**src/rtl/seq_restoring_divider_pkg.sv**
```systemverilog
// Shared types and helpers for the sequential restoring divider.
// One quotient bit is resolved per clock.
package div_pkg;

  typedef enum logic [1:0] {
    IDLE,
    CALC,
    DONE
  } div_state_e;

  function automatic int cnt_width(input int n);
    return (n < 2) ? 1 : $clog2(n);
  endfunction

endpackage

```
**src/rtl/seq_restoring_divider_if.sv**
```systemverilog
// Request/result bundle between the arithmetic unit
// and the restoring divider.
interface div_if #(
  parameter int N = 8
) ();

  logic         start_i;
  logic [N-1:0] dividend_i;
  logic [N-1:0] divisor_i;
  logic         ready_o;
  logic         busy_o;
  logic         valid_o;
  logic [N-1:0] quotient_o;
  logic [N-1:0] remainder_o;
  logic         div_by_zero_o;

  modport slave (
    input  start_i,
    input  dividend_i,
    input  divisor_i,
    output ready_o,
    output busy_o,
    output valid_o,
    output quotient_o,
    output remainder_o,
    output div_by_zero_o
  );

  modport master (
    output start_i,
    output dividend_i,
    output divisor_i,
    input  ready_o,
    input  busy_o,
    input  valid_o,
    input  quotient_o,
    input  remainder_o,
    input  div_by_zero_o
  );

endinterface

```
**src/rtl/seq_restoring_divider_sub.sv**
```systemverilog
// Trial subtractor: a + ~b + 1, carry-out high
// means a >= b (no borrow).
module div_sub_stage #(
  parameter int W = 9
) (
  input  logic [W-1:0] a_i,
  input  logic [W-1:0] b_i,
  output logic [W-1:0] diff_o,
  output logic         no_borrow_o
);

  logic [W:0] sum;

  assign sum = {1'b0, a_i}
             + {1'b0, ~b_i}
             + {{W{1'b0}}, 1'b1};

  assign diff_o      = sum[W-1:0];
  assign no_borrow_o = sum[W];

endmodule

```
**src/rtl/seq_restoring_divider.sv**
```systemverilog
// Iterative unsigned restoring divider,
// one quotient bit per clock.
module seq_restoring_divider
  import div_pkg::*;
#(
  parameter int N = 8
) (
  input logic clk_i,
  input logic rst_i,
  div_if.slave bus
);

  localparam int CW = cnt_width(N);

  div_state_e state_q, state_d;

  logic [CW-1:0] cnt_q, cnt_d;
  logic [N:0]    r_q, r_d;
  logic [N-1:0]  q_q, q_d;
  logic [N-1:0]  d_q, d_d;
  logic [N-1:0]  quo_q, quo_d;
  logic [N-1:0]  rem_q, rem_d;
  logic          dbz_q, dbz_d;

  logic [N:0]   r_shift;
  logic [N-1:0] q_shift;
  logic [N:0]   trial;
  logic         no_borrow;
  logic [N:0]   r_next;
  logic [N-1:0] q_next;

  // Restore step keeps R below D, so its top bit never feeds the shift.
  logic unused_r_msb;
  assign unused_r_msb = r_q[N];

  assign r_shift = {r_q[N-1:0], q_q[N-1]};
  assign q_shift = {q_q[N-2:0], 1'b0};

  div_sub_stage #(
    .W(N + 1)
  ) u_sub (
    .a_i        (r_shift),
    .b_i        ({1'b0, d_q}),
    .diff_o     (trial),
    .no_borrow_o(no_borrow)
  );

  assign r_next = no_borrow ? trial : r_shift;
  assign q_next = {q_shift[N-1:1], no_borrow};

  always_comb begin
    state_d = state_q;
    cnt_d   = cnt_q;
    r_d     = r_q;
    q_d     = q_q;
    d_d     = d_q;
    quo_d   = quo_q;
    rem_d   = rem_q;
    dbz_d   = dbz_q;
    unique case (1'b1)
      (state_q == IDLE): begin
        if (bus.start_i) begin
          d_d   = bus.divisor_i;
          q_d   = bus.dividend_i;
          r_d   = '0;
          cnt_d = CW'(N - 1);
          dbz_d = 1'b0;
          if (bus.divisor_i == '0) begin
            state_d = DONE;
            quo_d   = '1;
            rem_d   = bus.dividend_i;
            dbz_d   = 1'b1;
          end else begin
            state_d = CALC;
          end
        end
      end
      (state_q == CALC): begin
        r_d   = r_next;
        q_d   = q_next;
        cnt_d = cnt_q - CW'(1);
        if (cnt_q == '0) begin
          state_d = DONE;
          quo_d   = q_next;
          rem_d   = r_next[N-1:0];
        end
      end
      (state_q == DONE): begin
        state_d = IDLE;
      end
      default: begin
        state_d = IDLE;
      end
    endcase
  end

  always_ff @(posedge clk_i) begin
    if (rst_i) begin
      state_q <= IDLE;
      cnt_q   <= '0;
      r_q     <= '0;
      q_q     <= '0;
      d_q     <= '0;
      quo_q   <= '0;
      rem_q   <= '0;
      dbz_q   <= 1'b0;
    end else begin
      state_q <= state_d;
      cnt_q   <= cnt_d;
      r_q     <= r_d;
      q_q     <= q_d;
      d_q     <= d_d;
      quo_q   <= quo_d;
      rem_q   <= rem_d;
      dbz_q   <= dbz_d;
    end
  end

  assign bus.ready_o       = (state_q == IDLE);
  assign bus.busy_o        = (state_q == CALC);
  assign bus.valid_o       = (state_q == DONE);
  assign bus.quotient_o    = quo_q;
  assign bus.remainder_o   = rem_q;
  assign bus.div_by_zero_o = dbz_q;

endmodule
```
**src/flat_wrapper.sv**
```systemverilog
// flat-port wrapper written by rule: the top's interface ports become plain ports
module seq_restoring_divider_flat import div_pkg::*;
#(
  parameter int N = 8
)
  (clk_i, rst_i, bus_start_i, bus_dividend_i, bus_divisor_i, bus_ready_o, bus_busy_o, bus_valid_o, bus_quotient_o, bus_remainder_o, bus_div_by_zero_o);
  div_if #(.N(N)) bus_i ();
  input logic clk_i;
  input logic rst_i;
  input wire logic [$bits(bus_i.start_i)-1:0] bus_start_i;
  input wire logic [$bits(bus_i.dividend_i)-1:0] bus_dividend_i;
  input wire logic [$bits(bus_i.divisor_i)-1:0] bus_divisor_i;
  output wire logic [$bits(bus_i.ready_o)-1:0] bus_ready_o;
  output wire logic [$bits(bus_i.busy_o)-1:0] bus_busy_o;
  output wire logic [$bits(bus_i.valid_o)-1:0] bus_valid_o;
  output wire logic [$bits(bus_i.quotient_o)-1:0] bus_quotient_o;
  output wire logic [$bits(bus_i.remainder_o)-1:0] bus_remainder_o;
  output wire logic [$bits(bus_i.div_by_zero_o)-1:0] bus_div_by_zero_o;
  assign bus_i.start_i = bus_start_i;
  assign bus_i.dividend_i = bus_dividend_i;
  assign bus_i.divisor_i = bus_divisor_i;
  assign bus_ready_o = bus_i.ready_o;
  assign bus_busy_o = bus_i.busy_o;
  assign bus_valid_o = bus_i.valid_o;
  assign bus_quotient_o = bus_i.quotient_o;
  assign bus_remainder_o = bus_i.remainder_o;
  assign bus_div_by_zero_o = bus_i.div_by_zero_o;
  seq_restoring_divider #(.N(N)) u_core (.clk_i(clk_i), .rst_i(rst_i), .bus(bus_i));
endmodule
```
**config.mk**
```make
export PLATFORM = sky130hd
export DESIGN_NAME = seq_restoring_divider_flat
export DESIGN_NICKNAME = d
export VERILOG_FILES = /design/src/rtl/seq_restoring_divider_pkg.sv /design/src/rtl/seq_restoring_divider_if.sv /design/src/rtl/seq_restoring_divider_sub.sv /design/src/rtl/seq_restoring_divider.sv /design/src/flat_wrapper.sv
export SDC_FILE = /design/constraint.sdc
export NUM_CORES = 1
export LEC_CHECK = 0
export ABC_CLOCK_PERIOD_IN_PS = 2850
export CAP_MARGIN = 20
export CORE_MARGIN = 2
export CORE_UTILIZATION = 53
export DETAILED_ROUTE_END_ITERATION = 8
export GPL_ROUTABILITY_DRIVEN = 0
export PLACE_DENSITY = 0.8
export RECOVER_POWER = 50
export SYNTH_ARGS = -nofsm -noshare
export SYNTH_HDL_FRONTEND = slang
export SYNTH_SLANG_ARGS = --single-unit
```
**constraint.sdc**
```tcl
create_clock -name clk_i -period 2.85 [get_ports clk_i]
set_clock_uncertainty 0.05 [all_clocks]
set_input_delay 0.855 -clock clk_i [delete_from_list [all_inputs] [get_ports clk_i]]
set_output_delay 0.855 -clock clk_i [all_outputs]
set_load 0.05 [all_outputs]
```
==> flow_metrics.py <==
metrics = {
    "status": {
        "status": "complete, no violations",
    },
    "cts": {
        "insertion_delay_ps": 300,
        "hold_buffers": 0,
        "cts_resized": 0,
        "clk_pin_slew_ps": 90,
        "htreeDepth": 2,
        "numCtsBuffers": 5,
        "clock_sinks": 46,
        "tritoncts": "built",
        "post_cts_buffers": 0,
        "cts_root_buf": "clkbuf_8",
        "clock_path_buffers": 2,
    },
    "worst_setup_path": {
        "required_ps": 1950,
        "end_kind": "output pin",
        "crit_family": "buffers and inverters",
        "rr_startpoint": "u_core.state_q[1]",
        "cp-startpoint": "u_core.state_q[1]",
        "cp.arrival_ps": 1750,
        "r2r_setup_slack_ps": 240,
        "crit_path_max_incr_delay_ps": 610,
        "crit_type": "flop to output pin",
        "cp-start-kind": "flop",
        "slowest_stage": "clkbuf_1",
        "crit_chain": "clkbuf_1, nand2b_1, inv_1, clkbuf_2",
        "crit_buf_inv": 3,
        "cp_max_fo": 18,
    },
    "synth": {
        "avgSynthCellArea_um2": 7.87,
        "synth_fp_nets": 332,
        "synthArstFlopShare_pct": 0,
        "yosys.area.top_type": "dfxtp_1",
        "post-synth-top-count-cell": "nand2_1",
        "netlist.area_leader.share_pct": 38.8,
        "syn_inst": 302,
        "netlist_top_cells_area": "dfxtp_1 39%, nand2_1 9.0%, ha_1 5.3%, a21oi_1 4.6%, nor2_1 4.4%",
        "synthesis.area_um2": 2380,
        "yosysWarnings": 0,
        "synth_seq_cells": 46,
        "synth_seq_area_share_pct": 38.8,
        "synthFlopType": "dfxtp_1",
        "synth_edf_count": 0,
        "synth_common_cells": "57 x nand2_1, 46 x dfxtp_1, 28 x nor2_1, 22 x a21oi_1, 18 x o21ai_0",
        "synth_cell_type_count": 46,
    },
    "sta": {
        "relSlewSlack_pct": 26.5,
        "fin_crit_ps": 2650,
        "fmax_mhz": 377,
        "tightest_slew_ps": 1100,
        "fin_tns_setup_ps": 0,
        "post-route-period-util_pct": 93.1,
        "finalMaxSlewViolations": 0,
        "rsz0062_at_grt": "no",
        "setup_viol": 0,
        "hold_viol": 0,
    },
    "cells_and_area": {
        "multi_input_area_um2": 1330,
        "antenna_cells": 0,
        "fin_util_pct": 67.5,
        "area_growth_pct": 22.9,
        "filler_cell_count": 384,
        "regArea_um2": 921,
        "nNetsFinal": 370,
        "design_area_um2": 2920,
        "drive_above_1_share_pct": 7.92,
    },
    "route": {
        "vias": 2298,
        "vias_per_cell": 5.85,
        "wirelength_um": 5920,
        "dr_wl_met3_um": 400,
        "routed.top_layer": "met4",
        "drt-met1-wl_um": 2670,
        "drt_first_pass_iters": 5,
        "wire_per_inst_um": 15.1,
        "drc": 0,
        "detail-route-antenna-nets": 0,
        "met2_length_um": 2730,
        "drtIter0Drc": 231,
    },
    "grt": {
        "grt_pass1_vias": 2048,
        "antenna_found_initial": 0,
        "grt_overflow": 0,
        "grt_use_total_pct": 24.4,
        "grt_max_degree": 24,
        "grt_pass1_wl_um": 9790,
    },
    "placement": {
        "port_buffers": 38,
        "place_area_um2": 2840,
        "hpwl_um": 4320,
    },
    "die": {
        "pin_count": 39,
        "fp.dieW_um": 71.0,
        "start_util_pct": 54.9,
        "fp.dieH_um": 71.0,
        "coreArea_um2": 4320,
        "std_cell_rows": 24,
        "dieArea_um2": 5030,
    },
    "power_and_ir_drop": {
        "peakVddDrop_mv": 0.360,
        "p_clk_share_pct": 25.1,
        "comb_power_share_pct": 34.1,
        "p_sw_share_pct": 36.1,
        "cellLeakagePower_nw": 1.16,
        "power_density_nw_per_um2": 623,
        "p_seq_share_pct": 40.7,
        "power.internal_mw": 1.16,
        "power.switching_mw": 0.656,
    },
    "flow_run": {
        "cap_violations": 0,
    },
    "worst_hold_path": {
        "worstHoldPathType": "flop to flop",
        "hold_start": "u_core.d_q[3]",
    },
}
[power by group through the flow]
stage / Combinational, mW / Sequential, mW / Clock, mW
final: 0.620 / 0.740 / 0.457
after global routing: 0.678 / 0.747 / 0.475
after CTS: 0.627 / 0.740 / 0.457
after detailed placement: 0.624 / 0.755 / 0
after global placement: 0.614 / 0.752 / 0
after floorplan: 0.389 / 0.811 / 0
[logic make-up (layout without fill, tap and decap cells)]
family	after synthesis	after routing	synth area share [%]
simple gates	123	123	23.3
compound gates	82	82	23.3
buf+inv	32	71	5.27
mux	3	3	1.47
xor+xnor	5	5	1.84
flops	46	46	38.8
fa+ha+maj	11	11	6.11
[tightest hold or removal path, cell delays in order, from the launching register on]
cell     delay, ps
dfxtp_1        320
nand2_1         50
a21oi_1         50
[routing by layer]
metal / vias to the layer above / global-route usage, %
li1: 1139 / -
met1: 1056 / 33.8
met2: 88 / 39.0
met3: 15 / 4.56
met4: 0 / 6.92
met5: - / 0
[state kept, by name (all words and copies together), names as in the netlist]
name / flops
u_core.state_q: 2
u_core.cnt_q: 3
u_core.d_q: 8
u_core.r_q: 8
u_core.bus.remainder_o: 8
u_core.bus.quotient_o: 8
u_core.bus.div_by_zero_o: 1
u_core.q_q: 8
[metrics by stage]
step / hold WS, ps / setup WS (ps) / power [mW] / cells
after floorplan: 386 / 341 / 1.20 / 302
after global placement: 393 / 97.4 / 1.37 / 385
after detailed placement: 401 / 40.1 / 1.38 / 385
after CTS: 413 / 303 / 1.82 / 393
after global routing: 446 / 112 / 1.90 / 393
final: 408 / 197 / 1.82 / 393
[cells in the final DEF, fill, tap and decap left out, types with 2 or more instances in the layout]
master,Yosys,routed
a21oi_1,22,22
nand3b_1,2,2
a21o_1,4,4
buf_4,0,9
nor2b_1,3,3
a211o_1,2,2
nand3_1,2,2
a22oi_1,2,2
nand2b_1,4,4
nor3b_1,2,2
a221oi_1,2,2
mux2i_1,2,2
nor3_1,10,10
nor4_1,9,9
clkbuf_2,1,2
clkdlybuf4s50_1,0,28
o21ai_0,18,18
dfxtp_1,46,46
o21a_1,2,2
xor2_1,3,3
clkbuf_8,0,7
nand2_1,57,57
o211a_1,2,2
o211ai_1,2,2
ha_1,10,10
nor2_1,28,28
inv_1,13,13
a31oi_1,6,6
a211oi_1,4,4
or2_2,2,2
a311oi_1,8,8
dlygate4sd3_1,0,8
clkbuf_1,13,2
xnor2_1,2,2
[path summary, 6_finish.rpt]
| check | to | depth (start not counted) |
|---|---|---|
| setup / recovery | bus_busy_o | 4 |
| hold / removal | u_core.d_q[3] | 2 |
| setup reg to reg | u_core.r_q[0] | 7 |
| hold reg to reg | u_core.d_q[3] | 2 |
[final cells by class]
type / instances / share of cell area (%)
well taps: 52 / 2.23
flip-flops and latches: 46 / 31.5
inverters: 14 / 1.80
clock inverters: 1 / 0.300
multi-input cells: 224 / 45.6
clock buffers: 7 / 3.30
repair buffers: 49 / 15.3
(Power assumes the default switching activity.)
